## src/rtl/uart_sched_pkg.sv

```systemverilog
// Shared types and default parameter values for the UART TX scheduler.
// C_TIMEOUT only exists when UART_SCHED_TIMEOUT_EN is defined.
package uart_sched_pkg;

  typedef enum logic [1:0] {
    S_IDLE,
    S_START,
    S_WAIT,
    S_GAP
  } t_sched_state;

  localparam int C_NB_REQ     = 4;
  localparam int C_DATA_WIDTH = 8;
  localparam int C_MAX_BURST  = 16;
  localparam int C_GAP_CYCLES = 2;
`ifdef UART_SCHED_TIMEOUT_EN
  localparam int C_TIMEOUT    = 4096;
`endif

endpackage

```

## src/rtl/uart_tx_scheduler_if.sv

```systemverilog
// Requester bus plus TX engine start/done handshake of the UART TX scheduler.
// master = requesters and TX engine side, slave = scheduler side.
interface uart_tx_scheduler_if #(
  parameter int G_NB_REQ     = 4,
  parameter int G_DATA_WIDTH = 8
);

  logic [G_NB_REQ-1:0]              i_req;
  logic [G_NB_REQ*G_DATA_WIDTH-1:0] i_data;
  logic [G_NB_REQ-1:0]              i_last;
  logic [G_NB_REQ-1:0]              o_ack;
  logic                             o_tx_start;
  logic [G_DATA_WIDTH-1:0]          o_tx_data;
  logic                             i_tx_done;
  logic [$clog2(G_NB_REQ)-1:0]      o_grant_id;
  logic                             o_busy;
  logic                             o_timeout;

  modport master (
    output i_req, i_data, i_last, i_tx_done,
    input  o_ack, o_tx_start, o_tx_data, o_grant_id, o_busy, o_timeout
  );

  modport slave (
    input  i_req, i_data, i_last, i_tx_done,
    output o_ack, o_tx_start, o_tx_data, o_grant_id, o_busy, o_timeout
  );

endinterface

```

## src/rtl/uart_sched_rr_arb.sv

```systemverilog
// Combinational round-robin pick: first requesting index after ptr, wrapping,
// so ptr itself has the lowest priority.
module uart_sched_rr_arb #(
  parameter int  G_NB_REQ = 4,
  localparam int C_ID_W   = $clog2(G_NB_REQ)
) (
  input  logic [G_NB_REQ-1:0] req,
  input  logic [C_ID_W-1:0]   ptr,
  output logic [C_ID_W-1:0]   grant,
  output logic                valid
);

  // Scan from the farthest offset down so the nearest requester wins.
  always_comb begin
    grant = '0;
    valid = 1'b0;
    for (int i = G_NB_REQ; i >= 1; i--) begin
      if (req[(int'(ptr) + i) % G_NB_REQ]) begin
        grant = C_ID_W'((int'(ptr) + i) % G_NB_REQ);
        valid = 1'b1;
      end
    end
  end

endmodule

```

## src/rtl/uart_tx_scheduler.sv

```systemverilog
// Round-robin, burst-granular sharing of one UART TX engine between requesters.
// Optional TX watchdog enabled by defining UART_SCHED_TIMEOUT_EN.
module uart_tx_scheduler
  import uart_sched_pkg::*;
#(
  parameter int G_NB_REQ     = C_NB_REQ,
  parameter int G_DATA_WIDTH = C_DATA_WIDTH,
  parameter int G_MAX_BURST  = C_MAX_BURST,
`ifdef UART_SCHED_TIMEOUT_EN
  parameter int G_TIMEOUT    = C_TIMEOUT,
`endif
  parameter int G_GAP_CYCLES = C_GAP_CYCLES
) (
  input logic                clk,
  input logic                rst_n,
  uart_tx_scheduler_if.slave bus
);

  localparam int C_ID_W    = $clog2(G_NB_REQ);
  localparam int C_BURST_W = $clog2(G_MAX_BURST + 1);
  localparam int C_GAP_W   = $clog2(G_GAP_CYCLES + 1);

  t_sched_state            state_q, state_d;
  logic [C_ID_W-1:0]       grant_id_q, grant_id_d;
  logic [G_DATA_WIDTH-1:0] tx_data_q, tx_data_d;
  logic                    last_q, last_d;
  logic [C_BURST_W-1:0]    burst_cnt_q, burst_cnt_d;
  logic [C_GAP_W-1:0]      gap_cnt_q, gap_cnt_d;
  logic                    tx_start_q, tx_start_d;
  logic [G_NB_REQ-1:0]     ack_q, ack_d;
  logic                    busy_q, busy_d;
`ifdef UART_SCHED_TIMEOUT_EN
  localparam int C_TMO_W = $clog2(G_TIMEOUT + 1);
  logic [C_TMO_W-1:0]      tmo_cnt_q, tmo_cnt_d;
  logic                    timeout_q, timeout_d;
`endif

  logic                    arb_valid;
  logic [C_ID_W-1:0]       arb_grant;
  logic [C_ID_W-1:0]       cap_id;
  logic                    capture;

  // grant_id_q doubles as the round-robin pointer: it holds the last owner while idle.
  uart_sched_rr_arb #(.G_NB_REQ(G_NB_REQ)) u_arb (
    .req   (bus.i_req),
    .ptr   (grant_id_q),
    .grant (arb_grant),
    .valid (arb_valid)
  );

  assign cap_id = (state_q == S_IDLE) ? arb_grant : grant_id_q;

  always_comb begin
    state_d     = state_q;
    grant_id_d  = grant_id_q;
    tx_data_d   = tx_data_q;
    last_d      = last_q;
    burst_cnt_d = burst_cnt_q;
    gap_cnt_d   = gap_cnt_q;
    tx_start_d  = 1'b0;
    ack_d       = '0;
    capture     = 1'b0;
`ifdef UART_SCHED_TIMEOUT_EN
    tmo_cnt_d   = tmo_cnt_q;
    timeout_d   = 1'b0;
`endif
    case (state_q)
      S_IDLE: capture = arb_valid;
      S_START: begin
        burst_cnt_d = burst_cnt_q + 1'b1;
        state_d     = S_WAIT;
`ifdef UART_SCHED_TIMEOUT_EN
        tmo_cnt_d   = '0;
`endif
      end
      S_WAIT: begin
        if (bus.i_tx_done) begin
          gap_cnt_d = '0;
          state_d   = S_GAP;
        end
`ifdef UART_SCHED_TIMEOUT_EN
        else if (tmo_cnt_q == C_TMO_W'(G_TIMEOUT - 1)) begin
          timeout_d = 1'b1;
          last_d    = 1'b1;
          gap_cnt_d = '0;
          state_d   = S_GAP;
        end else begin
          tmo_cnt_d = tmo_cnt_q + 1'b1;
        end
`endif
      end
      S_GAP: begin
        if (gap_cnt_q == C_GAP_W'(G_GAP_CYCLES - 1)) begin
          if (!last_q && (burst_cnt_q < C_BURST_W'(G_MAX_BURST)) && bus.i_req[grant_id_q]) begin
            capture = 1'b1;
          end else begin
            burst_cnt_d = '0;
            state_d     = S_IDLE;
          end
        end else begin
          gap_cnt_d = gap_cnt_q + 1'b1;
        end
      end
      default: state_d = S_IDLE;
    endcase
    // Start and ack are registered so both are high for exactly the S_START cycle.
    if (capture) begin
      grant_id_d    = cap_id;
      tx_data_d     = bus.i_data[int'(cap_id)*G_DATA_WIDTH +: G_DATA_WIDTH];
      last_d        = bus.i_last[cap_id];
      tx_start_d    = 1'b1;
      ack_d[cap_id] = 1'b1;
      state_d       = S_START;
    end
  end

  assign busy_d = (state_d != S_IDLE);

  always_ff @(posedge clk) begin
    if (!rst_n) begin
      state_q     <= S_IDLE;
      grant_id_q  <= '0;
      tx_data_q   <= '0;
      last_q      <= 1'b0;
      burst_cnt_q <= '0;
      gap_cnt_q   <= '0;
      tx_start_q  <= 1'b0;
      ack_q       <= '0;
      busy_q      <= 1'b0;
`ifdef UART_SCHED_TIMEOUT_EN
      tmo_cnt_q   <= '0;
      timeout_q   <= 1'b0;
`endif
    end else begin
      state_q     <= state_d;
      grant_id_q  <= grant_id_d;
      tx_data_q   <= tx_data_d;
      last_q      <= last_d;
      burst_cnt_q <= burst_cnt_d;
      gap_cnt_q   <= gap_cnt_d;
      tx_start_q  <= tx_start_d;
      ack_q       <= ack_d;
      busy_q      <= busy_d;
`ifdef UART_SCHED_TIMEOUT_EN
      tmo_cnt_q   <= tmo_cnt_d;
      timeout_q   <= timeout_d;
`endif
    end
  end

  assign bus.o_ack      = ack_q;
  assign bus.o_tx_start = tx_start_q;
  assign bus.o_tx_data  = tx_data_q;
  assign bus.o_grant_id = grant_id_q;
  assign bus.o_busy     = busy_q;
`ifdef UART_SCHED_TIMEOUT_EN
  assign bus.o_timeout  = timeout_q;
`else
  assign bus.o_timeout  = 1'b0;
`endif

endmodule

```

## src/flat_wrapper.sv

```systemverilog
// flat-port wrapper written by rule: the top's interface ports become plain ports
module uart_tx_scheduler_flat import uart_sched_pkg::*;
#(
  parameter int G_NB_REQ     = C_NB_REQ,
  parameter int G_DATA_WIDTH = C_DATA_WIDTH,
  parameter int G_MAX_BURST  = C_MAX_BURST,

  parameter int G_GAP_CYCLES = C_GAP_CYCLES
)
  (clk, rst_n, bus_i_req, bus_i_data, bus_i_last, bus_i_tx_done, bus_o_ack, bus_o_tx_start, bus_o_tx_data, bus_o_grant_id, bus_o_busy, bus_o_timeout);
  uart_tx_scheduler_if #(.G_NB_REQ(G_NB_REQ), .G_DATA_WIDTH(G_DATA_WIDTH)) bus_i ();
  input logic clk;
  input logic rst_n;
  input wire logic [$bits(bus_i.i_req)-1:0] bus_i_req;
  input wire logic [$bits(bus_i.i_data)-1:0] bus_i_data;
  input wire logic [$bits(bus_i.i_last)-1:0] bus_i_last;
  input wire logic [$bits(bus_i.i_tx_done)-1:0] bus_i_tx_done;
  output wire logic [$bits(bus_i.o_ack)-1:0] bus_o_ack;
  output wire logic [$bits(bus_i.o_tx_start)-1:0] bus_o_tx_start;
  output wire logic [$bits(bus_i.o_tx_data)-1:0] bus_o_tx_data;
  output wire logic [$bits(bus_i.o_grant_id)-1:0] bus_o_grant_id;
  output wire logic [$bits(bus_i.o_busy)-1:0] bus_o_busy;
  output wire logic [$bits(bus_i.o_timeout)-1:0] bus_o_timeout;
  assign bus_i.i_req = bus_i_req;
  assign bus_i.i_data = bus_i_data;
  assign bus_i.i_last = bus_i_last;
  assign bus_i.i_tx_done = bus_i_tx_done;
  assign bus_o_ack = bus_i.o_ack;
  assign bus_o_tx_start = bus_i.o_tx_start;
  assign bus_o_tx_data = bus_i.o_tx_data;
  assign bus_o_grant_id = bus_i.o_grant_id;
  assign bus_o_busy = bus_i.o_busy;
  assign bus_o_timeout = bus_i.o_timeout;
  uart_tx_scheduler #(.G_NB_REQ(G_NB_REQ), .G_DATA_WIDTH(G_DATA_WIDTH), .G_MAX_BURST(G_MAX_BURST), .G_GAP_CYCLES(G_GAP_CYCLES)) u_core (.clk(clk), .rst_n(rst_n), .bus(bus_i));
endmodule
```

## config.mk

```make
export PLATFORM = sky130hd
export DESIGN_NAME = uart_tx_scheduler_flat
export DESIGN_NICKNAME = d
export VERILOG_FILES = /design/src/rtl/uart_sched_pkg.sv /design/src/rtl/uart_tx_scheduler_if.sv /design/src/rtl/uart_sched_rr_arb.sv /design/src/rtl/uart_tx_scheduler.sv /design/src/flat_wrapper.sv
export SDC_FILE = /design/constraint.sdc
export NUM_CORES = 1
export LEC_CHECK = 0
export CAP_MARGIN = 10
export CORE_UTILIZATION = 40
export DETAILED_ROUTE_END_ITERATION = 6
export GPL_ROUTABILITY_DRIVEN = 0
export PLACE_DENSITY = 0.74
export SLEW_MARGIN = 20
export SYNTH_ARGS = -nofsm -noshare
export SYNTH_HDL_FRONTEND = slang
export SYNTH_HIERARCHICAL = 1
export SYNTH_SLANG_ARGS = --single-unit
```

## constraint.sdc

```tcl
create_clock -name clk -period 2.6 [get_ports clk]
set_input_delay 0.26 -clock clk [delete_from_list [all_inputs] [get_ports clk]]
set_output_delay 0.26 -clock clk [all_outputs]
set_load 0.03 [all_outputs]
```

==> impl_summary.txt, run 1 <==
----------------------------------------------------
[Timing]
  Worst rel slew slack ... 41.3%
  Final Hold Vio Count ... 0
  Achievable clock frequency ... 0.444 GHz
  Clock tree skew after final layout ... roughly 0.0017 ns
  Transition time of the tightest slew-check pin ... approximately 0.9 ns
  Post-route fraction of the period consumed by the critical path ... 86.6%
  Worst setup margin ... 0.348 ns
  Fin Setup TNS ... 0 ns
  RSZ-0062 raised after global routing ... no
  Clock period minus final worst setup slack ... 2.25 ns
  Final setup vio count ... 0
  Max-slew violation total from the final report ... 0

[Synth]
  Number of enable flip-flop cells after synthesis ... 0
  Yosys synthesis warning count ... 6
  Mean cell area of the mapped netlist ... 9.66 µm²
  Synth Net Count ... approximately 220
  Post-synthesis instance area ... roughly 1600 µm²
  Number of storage elements in the synthesis netlist ... 26
  Netlist cell types ... 41
  Portion of the post-synthesis area used by sequential elements ... between 30% and 40%
  Commonest register cell after synthesis ... sky130_fd_sc_hd__dfxtp_1
  Number of instances in the synthesized netlist ... 166
  Share of synthesized flip-flops with an asynchronous set or reset ... 0%

[Place]
  Dpl hpwl ... approximately 3000 µm
  Pre-CTS setup slack ... ~0.23 ns
  Port Buffers ... a little under 60

[Power]
  Areal power density over the cells ... roughly 1000 nW/µm²
  Leakage power summed over all cells ... ~0.98 nW
  Max rail drop VDD ... between 0.4 and 0.5 mV
  Pwr Total ... approximately 2.3 mW

[GRT]
  Pin count of the biggest net entering global routing ... 24
  GRT Overall Usage ... 18.4%
  Number of global-route vias before repair ... roughly 1400
  Global-route congestion overflow total ... 0
  Initial antenna violation count ... 0
  Wire length of the first global-routing pass ... about 6000 µm

[Drt]
  Starting DRT DRC Count ... 40
  Average via count per standard cell ... 5.05
  Drt drc ... 0
  DR vias ... 1363
  Pre-Repair DR Iteration Count ... 2
  Total Wirelength ... a little under 4000 µm
  Routed length per placed instance ... 14.3 µm
  Count of nets left with antenna violations after detail routing ... 0

[Worst setup path]
  Cells on worst reg2reg path ... 5
  Crit path capture type ... register
  Classification of the worst setup path ... reg -> reg
  Highest fanout seen on the critical path ... 17
  Launch point of the worst reg-to-reg path ... u_core/state_q[1]
  Critical Path AT ... ~2.4 ns
  Worst setup SP type ... register
  Data required time of the worst path ... about 2.8 ns
  Launching element of the worst setup path ... u_core/state_q[1]

[Run]
  Max-Cap Viols ... 0

[Final layout]
  Area occupied by registers ... 520 µm²
  Fraction of layout cells with a size suffix above 1 ... approximately 7.2%
  Number of nets in the finished design ... between 200 and 300
  Area of the multi-input gates ... 1020 µm²
  Area added between synthesis and finish ... 43.9%
  Total inserted antenna cells ... 0
  Fill cell count ... ~320

[Floorplan]
  Die Footprint ... between 4000 and 5000 µm²
  Number of placement rows ... 22
  Vertical die dimension ... around 65 µm
  Initial cell density of the core ... between 40% and 50%
  I/O pin count ... 60
  Die X-Extent ... around 65 µm
  Area of the core ... 3740 µm²

[Clock network]
  Clock tree from TritonCTS ... done
  Number of H-tree branching levels ... 1
  Number of setup buffers added after CTS ... 0
  Insertion delay to the later sink of the worst-skew pair ... 0.26 ns
  Total number of clock tree sinks ... 26
  CTS buffer count ... 3
  Clock tree buffer depth ... 2
  Cts-stage hold buffer count ... 0
  Clock-pin slew of the registers on the worst-case setup and hold paths ... around 0.09 ns
  Root buffer cell ... sky130_fd_sc_hd__clkbuf_8
  Post-CTS Resized ... 0

[Min path]
  Cell count of the worst hold path ... 2
  Path type of the worst min-delay path ... reg -> reg
  Launch instance of the worst min-delay path ... u_core/bus.o_tx_data[2]

[Status]
  Outcome ... complete, no violations

----------------------------------------------------
## area by class of cell
cell class,instances,area share (%)
clock inverter,1,1.30
timing repair buffer,61,26.7
sequential,26,22.6
clock buffer,3,1.79
multi-input combinational,126,44.3
tap,48,2.60
inverter,5,0.813
## Yosys cell counts, types with 2 or more instances
| master | number | area, µm² |
|---|---|---|
| sky130_fd_sc_hd__a22oi_1 | 3 | 22.5 |
| sky130_fd_sc_hd__a31oi_1 | 2 | 12.5 |
| sky130_fd_sc_hd__o21ai_0 | 3 | 15.0 |
| sky130_fd_sc_hd__nor2b_1 | 15 | 93.8 |
| sky130_fd_sc_hd__nand3b_1 | 2 | 15.0 |
| sky130_fd_sc_hd__a21oi_1 | 2 | 10.0 |
| sky130_fd_sc_hd__nand4_1 | 2 | 12.5 |
| sky130_fd_sc_hd__nor3b_1 | 2 | 15.0 |
| sky130_fd_sc_hd__nand2_1 | 10 | 37.5 |
| sky130_fd_sc_hd__ha_1 | 7 | 87.6 |
| sky130_fd_sc_hd__nor2_1 | 8 | 30.0 |
| sky130_fd_sc_hd__inv_1 | 5 | 18.8 |
| sky130_fd_sc_hd__nand2b_1 | 3 | 18.8 |
| sky130_fd_sc_hd__clkbuf_1 | 4 | 15.0 |
| sky130_fd_sc_hd__buf_4 | 2 | 15.0 |
| sky130_fd_sc_hd__xor2_1 | 3 | 26.3 |
| sky130_fd_sc_hd__mux2_2 | 2 | 22.5 |
| sky130_fd_sc_hd__o211a_1 | 2 | 20.0 |
| sky130_fd_sc_hd__a21boi_0 | 2 | 15.0 |
| sky130_fd_sc_hd__nand3_1 | 2 | 10.0 |
| sky130_fd_sc_hd__nor3_1 | 2 | 10.0 |
| sky130_fd_sc_hd__dfxtp_1 | 26 | 521 |
| sky130_fd_sc_hd__mux2i_1 | 38 | 380 |
| sky130_fd_sc_hd__buf_2 | 2 | 10.0 |
## flip-flops by register name, summed over array words and instances (netlist names)
register,count
u_core/bus.o_ack,4
u_core/bus.o_grant_id,2
u_core/burst_cnt_q,5
u_core/bus.o_tx_start,1
u_core/last_q,1
u_core/state_q,2
u_core/gap_cnt_q,2
u_core/bus.o_tx_data,8
u_core/bus.o_busy,1
## routing by layer
| metal | vias up | share of wire, % | global-route usage [%] |
|---|---|---|---|
| met5 | - | 0 | 0 |
| met4 | 0 | 1.4 | 7.61 |
| met3 | 4 | 5.6 | 2.95 |
| met2 | 37 | 50 | 33.8 |
| met1 | 631 | 43 | 20.7 |
| li1 | 691 | - | - |
## layout by cell type, fill, tap and decap left out, types with 5 or more instances in the layout
cell                              Yosys  layout
sky130_fd_sc_hd__clkdlybuf4s50_1      0      58
sky130_fd_sc_hd__mux2i_1             38      38
sky130_fd_sc_hd__dfxtp_1             26      26
sky130_fd_sc_hd__nor2b_1             15      15
sky130_fd_sc_hd__nand2_1             10      10
sky130_fd_sc_hd__nor2_1               8       8
sky130_fd_sc_hd__ha_1                 7       7
sky130_fd_sc_hd__inv_1                5       5
## where the power goes
part / total (mW) / internal, mW / switching [mW] / leakage, nW
Clock: 0.328 / 0.206 / 0.122 / 0.0357
Sequential: 0.576 / 0.506 / 0.0707 / 0.213
Combinational: 1.44 / 0.692 / 0.752 / 0.732
Total: 2.35 / 1.40 / 0.945 / 0.981
## worst paths after layout
| check | slack (ns) | endpoint |
|---|---|---|
| hold reg to reg | 0.52 | u_core/bus.o_tx_data[2] |
| setup reg to reg | 0.35 | u_core/bus.o_ack[3] |
| setup / recovery | 0.35 | u_core/bus.o_ack[3] |
| hold / removal | 0.52 | u_core/bus.o_tx_data[2] |
## worst max-delay path, stage by stage (launching register included)
cell and delay, ns:
sky130_fd_sc_hd__dfxtp_1 0.44, sky130_fd_sc_hd__ha_1 0.38, sky130_fd_sc_hd__nand2_1 0.15, sky130_fd_sc_hd__o31ai_4 0.77, sky130_fd_sc_hd__and2_4 0.28, sky130_fd_sc_hd__nor3b_1 0.16
## through the flow
stage / instances / hold WS, ns / area [µm²] / utilization [%]
final: 270 / 0.524 / 2310 / 61.6
after global routing: 270 / 0.557 / 2310 / 61.6
after CTS: 270 / 0.534 / 2310 / 61.6
after detailed placement: 266 / 0.508 / 2240 / 59.7
after global placement: 266 / 0.492 / 2240 / 59.7
after floorplan: 166 / 0.480 / 1600 / -
## cell families (layout without fill, tap and decap cells)
family	Yosys count	in the layout	share of synthesized area [%]
AND/OR/NAND/NOR	51	51	17.9
multiplexers	41	41	26.0
flip-flops	26	26	32.5
AO/OA/AOI/OAI	22	22	11.4
buffers and inverters	14	70	4.37
adder cells (fa/ha/maj)	7	7	5.46
XOR/XNOR	4	4	2.19
other	1	1	0.234
Power figures use the tool's default switching activity.
==> run 2, diff against run 1 <==
CTS_CLUSTER_SIZE = 14   (was unset)
==> results of run 2 <==
Same layout as run 1: the final DEF is identical, and so are final timing and power.
==> run 3, diff against run 2 <==
ABC_AREA = 1   (was unset)
PLACE_DENSITY = 0.72   (was 0.74)
==> run 3 against run 2 <==
Global-route usage up 1.2 points; clock-buffer cell count unchanged; wire length up 8.2%; area after synthesis up 9.4%; critical endpoint is now u_core/bus.o_tx_data[1]; cell count up 37%; total power up 25%; clock power up 3%.
==> impl_summary.txt, run 3 <==
----------------------------------------------------
[Clock network]
  Post-CTS Resized ... 0 (unchanged)
  Cts-stage hold buffer count ... 0 (unchanged)
  Clock-pin slew of the registers on the worst-case setup and hold paths ... 0.10 ns (was 0.09 ns)
  Total number of clock tree sinks ... 26 (unchanged)
  Insertion delay to the later sink of the worst-skew pair ... 0.28 ns (was 0.26 ns)
  Root buffer cell ... sky130_fd_sc_hd__clkbuf_8 (unchanged)
  Clock tree from TritonCTS ... done (unchanged)
  Clock tree buffer depth ... 2 (unchanged)
  Number of H-tree branching levels ... 1 (unchanged)
  CTS buffer count ... 3 (unchanged)
  Number of setup buffers added after CTS ... 0 (unchanged)

[Worst setup path]
  Highest fanout seen on the critical path ... 20 (was 17)
  Critical path's largest stage delay ... 0.65 ns (was 0.77 ns)
  Launch point of the worst reg-to-reg path ... u_core/bus.o_grant_id[0] (was u_core/state_q[1])
  Critical Path AT ... 2.47 ns (was 2.44 ns)
  Worst path slowest cell ... sky130_fd_sc_hd__dfxtp_1 (was sky130_fd_sc_hd__o31ai_4)
  Cells on worst reg2reg path ... 13 (was 5)
  Classification of the worst setup path ... reg -> reg (unchanged)
  Data required time of the worst path ... 2.82 ns (was 2.79 ns)
  Worst reg2reg endpoint ... u_core/bus.o_tx_data[1] (was u_core/bus.o_ack[3])
  Crit-path cells ... nand2_1 -> o21ai_2 -> nand2_1 -> nand2_1 -> nand2_1 -> nand3_1 -> nand2_1 -> o21a_1 -> inv_1 -> nand3_1 -> nand4_1 -> nand2_1 -> nand2_1 (was ha_1 -> nand2_1 -> o31ai_4 -> and2_4 -> nor3b_1)
  Crit path capture type ... register (unchanged)
  Crit-path most repeated cell ... sky130_fd_sc_hd__nand2_1
  Reg2reg setup slack ... 0.35 ns (about the same)
  Worst setup SP type ... register (unchanged)

[GRT]
  Global-route congestion overflow total ... 0 (unchanged)
  GRT Overall Usage ... 19.6% (was 18.4%)
  Wire length of the first global-routing pass ... 6860 µm (was 6020 µm)
  Number of global-route vias before repair ... 1625 (was 1379)
  Initial antenna violation count ... 0 (unchanged)
  Pin count of the biggest net entering global routing ... 22 (was 24)

[Power]
  Clock network power share ... 11.5% (was 14.0%)
  Combinational Power Share ... 67.2% (was 61.5%)
  Pwr Total ... 2.94 mW (was 2.35 mW)
  Areal power density over the cells ... 1220 nW/µm² (was 1020 nW/µm²)
  Fraction of power spent switching nets ... 50.2% (was 40.2%)
  Part of the power in registers ... 21.3% (was 24.5%)
  Net switching power ... 1.48 mW (was 0.945 mW)
  Internal power ... 1.47 mW (was 1.40 mW)
  Leakage power summed over all cells ... 1.08 nW (was 0.981 nW)
  Max rail drop VDD ... 0.536 mV (was 0.466 mV)

[Synth]
  Synth Net Count ... 315 (was 216)
  Area share of the largest cell type after synthesis ... 29.7% (was 32.5%)
  Leading cell types by total area after synthesis ... sky130_fd_sc_hd__dfxtp_1 (30%), sky130_fd_sc_hd__nand3_1 (17%), sky130_fd_sc_hd__nand2_1 (15%) (was sky130_fd_sc_hd__dfxtp_1 (32%), sky130_fd_sc_hd__mux2i_1 (24%), sky130_fd_sc_hd__nor2b_1 (5.9%))
  Top cell type by total area after synthesis ... sky130_fd_sc_hd__dfxtp_1 (unchanged)
  Netlist cell types ... 30 (was 41)
  Number of enable flip-flop cells after synthesis ... 0 (unchanged)
  Share of synthesized flip-flops with an asynchronous set or reset ... 0% (unchanged)
  Commonest cells in the netlist ... sky130_fd_sc_hd__nand2_1 (72), sky130_fd_sc_hd__nand3_1 (60), sky130_fd_sc_hd__dfxtp_1 (26), sky130_fd_sc_hd__inv_1 (23), sky130_fd_sc_hd__nand4_1 (11) (was sky130_fd_sc_hd__mux2i_1 (38), sky130_fd_sc_hd__dfxtp_1 (26), sky130_fd_sc_hd__nor2b_1 (15), sky130_fd_sc_hd__nand2_1 (10), sky130_fd_sc_hd__nor2_1 (8))
  Cell with the most instances after synthesis ... sky130_fd_sc_hd__nand2_1 (was sky130_fd_sc_hd__mux2i_1)
  Number of instances in the synthesized netlist ... 265 (was 166)
  Commonest register cell after synthesis ... sky130_fd_sc_hd__dfxtp_1 (unchanged)
  Post-synthesis instance area ... 1750 µm² (was 1600 µm²)
  Portion of the post-synthesis area used by sequential elements ... 29.7% (was 32.5%)
  Mean cell area of the mapped netlist ... 6.61 µm² (was 9.66 µm²)
  Number of storage elements in the synthesis netlist ... 26 (unchanged)
  Yosys synthesis warning count ... 6 (unchanged)

[Timing]
  Final setup vio count ... 0 (unchanged)
  Max-slew violation total from the final report ... 0 (unchanged)
  Worst rel slew slack ... 64.1% (was 41.3%)
  Post-route fraction of the period consumed by the critical path ... 86.7% (was 86.6%)
  Transition time of the tightest slew-check pin ... 0.538 ns (was 0.881 ns)
  Final Hold Vio Count ... 0 (unchanged)
  RSZ-0062 raised after global routing ... no (unchanged)
  Clock period minus final worst setup slack ... 2.25 ns (about the same)
  Clock tree skew after final layout ... 0.0113 ns (was 0.00173 ns)
  Fin Setup TNS ... 0 ns (unchanged)
  Achievable clock frequency ... 0.444 GHz (about the same)

[Drt]
  Total Wirelength ... 4160 µm (was 3850 µm)
  Count of nets left with antenna violations after detail routing ... 0 (unchanged)
  Drt drc ... 0 (unchanged)
  Routed length per placed instance ... 11.3 µm (was 14.3 µm)
  Average via count per standard cell ... 5.04 (was 5.05)
  Starting DRT DRC Count ... 85 (was 40)
  Pre-Repair DR Iteration Count ... 4 (was 2)
  DR vias ... 1863 (was 1363)

[Final layout]
  Number of nets in the finished design ... 371 (was 273)
  Fraction of layout cells with a size suffix above 1 ... 9.69% (was 7.21%)
  Total inserted antenna cells ... 0 (unchanged)
  Leading cell type in the layout, fill and taps excluded ... sky130_fd_sc_hd__nand2_1 (was sky130_fd_sc_hd__clkdlybuf4s50_1)
  Number of flip-flops in the largest register ... 8 (unchanged)
  Most frequent cells in the layout ... sky130_fd_sc_hd__nand2_1 (72), sky130_fd_sc_hd__nand3_1 (60), sky130_fd_sc_hd__clkdlybuf4s50_1 (58), sky130_fd_sc_hd__dfxtp_1 (26), sky130_fd_sc_hd__inv_1 (23) (was sky130_fd_sc_hd__clkdlybuf4s50_1 (58), sky130_fd_sc_hd__mux2i_1 (38), sky130_fd_sc_hd__dfxtp_1 (26), sky130_fd_sc_hd__nor2b_1 (15), sky130_fd_sc_hd__nand2_1 (10))
  Final design area excluding fillers ... 2410 µm² (was 2310 µm²)
  Area added between synthesis and finish ... 37.7% (was 43.9%)

[Min path]
  End point of the worst hold path ... u_core/gap_cnt_q[1] (was u_core/bus.o_tx_data[2])
  Launch instance of the worst min-delay path ... u_core/gap_cnt_q[1] (was u_core/bus.o_tx_data[2])
  Path type of the worst min-delay path ... reg -> reg (unchanged)
  Cell count of the worst hold path ... 2 (unchanged)

[Run]
  Max-Cap Viols ... 0 (unchanged)

[Floorplan]
  Number of placement rows ... 23 (was 22)
  Initial cell density of the core ... 42.6% (was 42.8%)
  Vertical die dimension ... 68.2 µm (was 65.3 µm)
  Area of the core ... 4120 µm² (was 3740 µm²)
  I/O pin count ... 60 (unchanged)
  Die X-Extent ... 68.2 µm (was 65.3 µm)
  Die Footprint ... 4650 µm² (was 4260 µm²)

[Place]
  Port Buffers ... 58 (unchanged)
  DP Area ... 2340 µm² (was 2240 µm²)
  Dpl hpwl ... 3160 µm (was 2980 µm)

[Status]
  Outcome ... complete, no violations (unchanged)

----------------------------------------------------
run 3: changes by cell type in the layout (fill, tap and decap cells not counted), moves of 5 or more:
cell,delta
sky130_fd_sc_hd__a21oi_1,+5
sky130_fd_sc_hd__inv_1,+18
sky130_fd_sc_hd__nor2b_1,-15
sky130_fd_sc_hd__nand2_2,+7
sky130_fd_sc_hd__nand4_1,+9
sky130_fd_sc_hd__nand2_1,+62
sky130_fd_sc_hd__nand3_1,+58
sky130_fd_sc_hd__mux2i_1,-38
run 3: how the worst max path moves through the flow:
stage,from,slack [ns],cells past startpoint,to
global placement,bus_i_req[1],0.29,14,u_core/bus.o_tx_data[7]
floorplan,u_core/bus.o_grant_id[0],0.58,16,u_core/bus.o_tx_data[4]
global route,u_core/bus.o_grant_id[0],0.06,15,u_core/bus.o_tx_data[3]
CTS,u_core/bus.o_grant_id[0],0.35,15,u_core/bus.o_tx_data[1]
finish,u_core/bus.o_grant_id[0],0.35,13,u_core/bus.o_tx_data[1]
detailed placement,bus_i_req[3],0.27,16,u_core/bus.o_tx_data[7]
run 3: cell families after synthesis:
kind of cell	share of synthesized area [%]
AOI/OAI and AO/OA	5.64
and+or+nand+nor	45.4
xor gates and xnor gates	1.50
buffers and inverters	12.6
other	0.214
adders and majority gates	5.00
DFF	29.7
run 3: area by class of cell:
| class | count | area, µm² |
|---|---|---|
| clock buffer | 3 | 41.3 |
| clock inverter | 1 | 30.0 |
| fill | 397 | 1700 |
| inverter | 29 | 121 |
| multi-input combinational | 197 | 1010 |
| sequential | 26 | 520 |
| tap | 50 | 62.6 |
| timing repair buffer | 64 | 626 |
run 3: power by group through the flow:
stage / registers (mW) / clock network [mW] / logic [mW]
finish: 0.626 / 0.339 / 1.98
floorplan: 0.760 / 0 / 1.46
global placement: 0.635 / 0 / 1.94
detailed placement: 0.634 / 0 / 1.97
CTS: 0.627 / 0.343 / 1.98
global route: 0.642 / 0.355 / 2.22
run 3: metrics by stage:
step,worst slack [ns],hold slack [ns],instances,util (%)
6_report,0.346,0.466,370,58.7
5_1_grt,0.0642,0.495,370,58.7
4_1_cts,0.351,0.466,370,58.7
3_5_place_dp,0.270,0.451,366,56.9
3_3_place_gp,0.289,0.444,366,56.9
2_1_floorplan,0.581,0.433,265,-
run 3: metal layers:
| metal | up-vias | GRT usage [%] | wire length (µm) |
|---|---|---|---|
| met4 | 0 | 6.25 | 48 |
| met2 | 67 | 32.7 | 1870 |
| met1 | 816 | 23.9 | 1920 |
| met3 | 4 | 5.50 | 326 |
| met5 | - | 0 | 0 |
| li1 | 976 | - | - |
run 3: critical path: cells and delay by family, from the launching register on:
family / cells / cell delay, ns
AND/OR/NAND/NOR: 10 / 0.86
flip-flops: 1 / 0.65
buffers and inverters: 1 / 0.40
AO/OA/AOI/OAI: 2 / 0.28
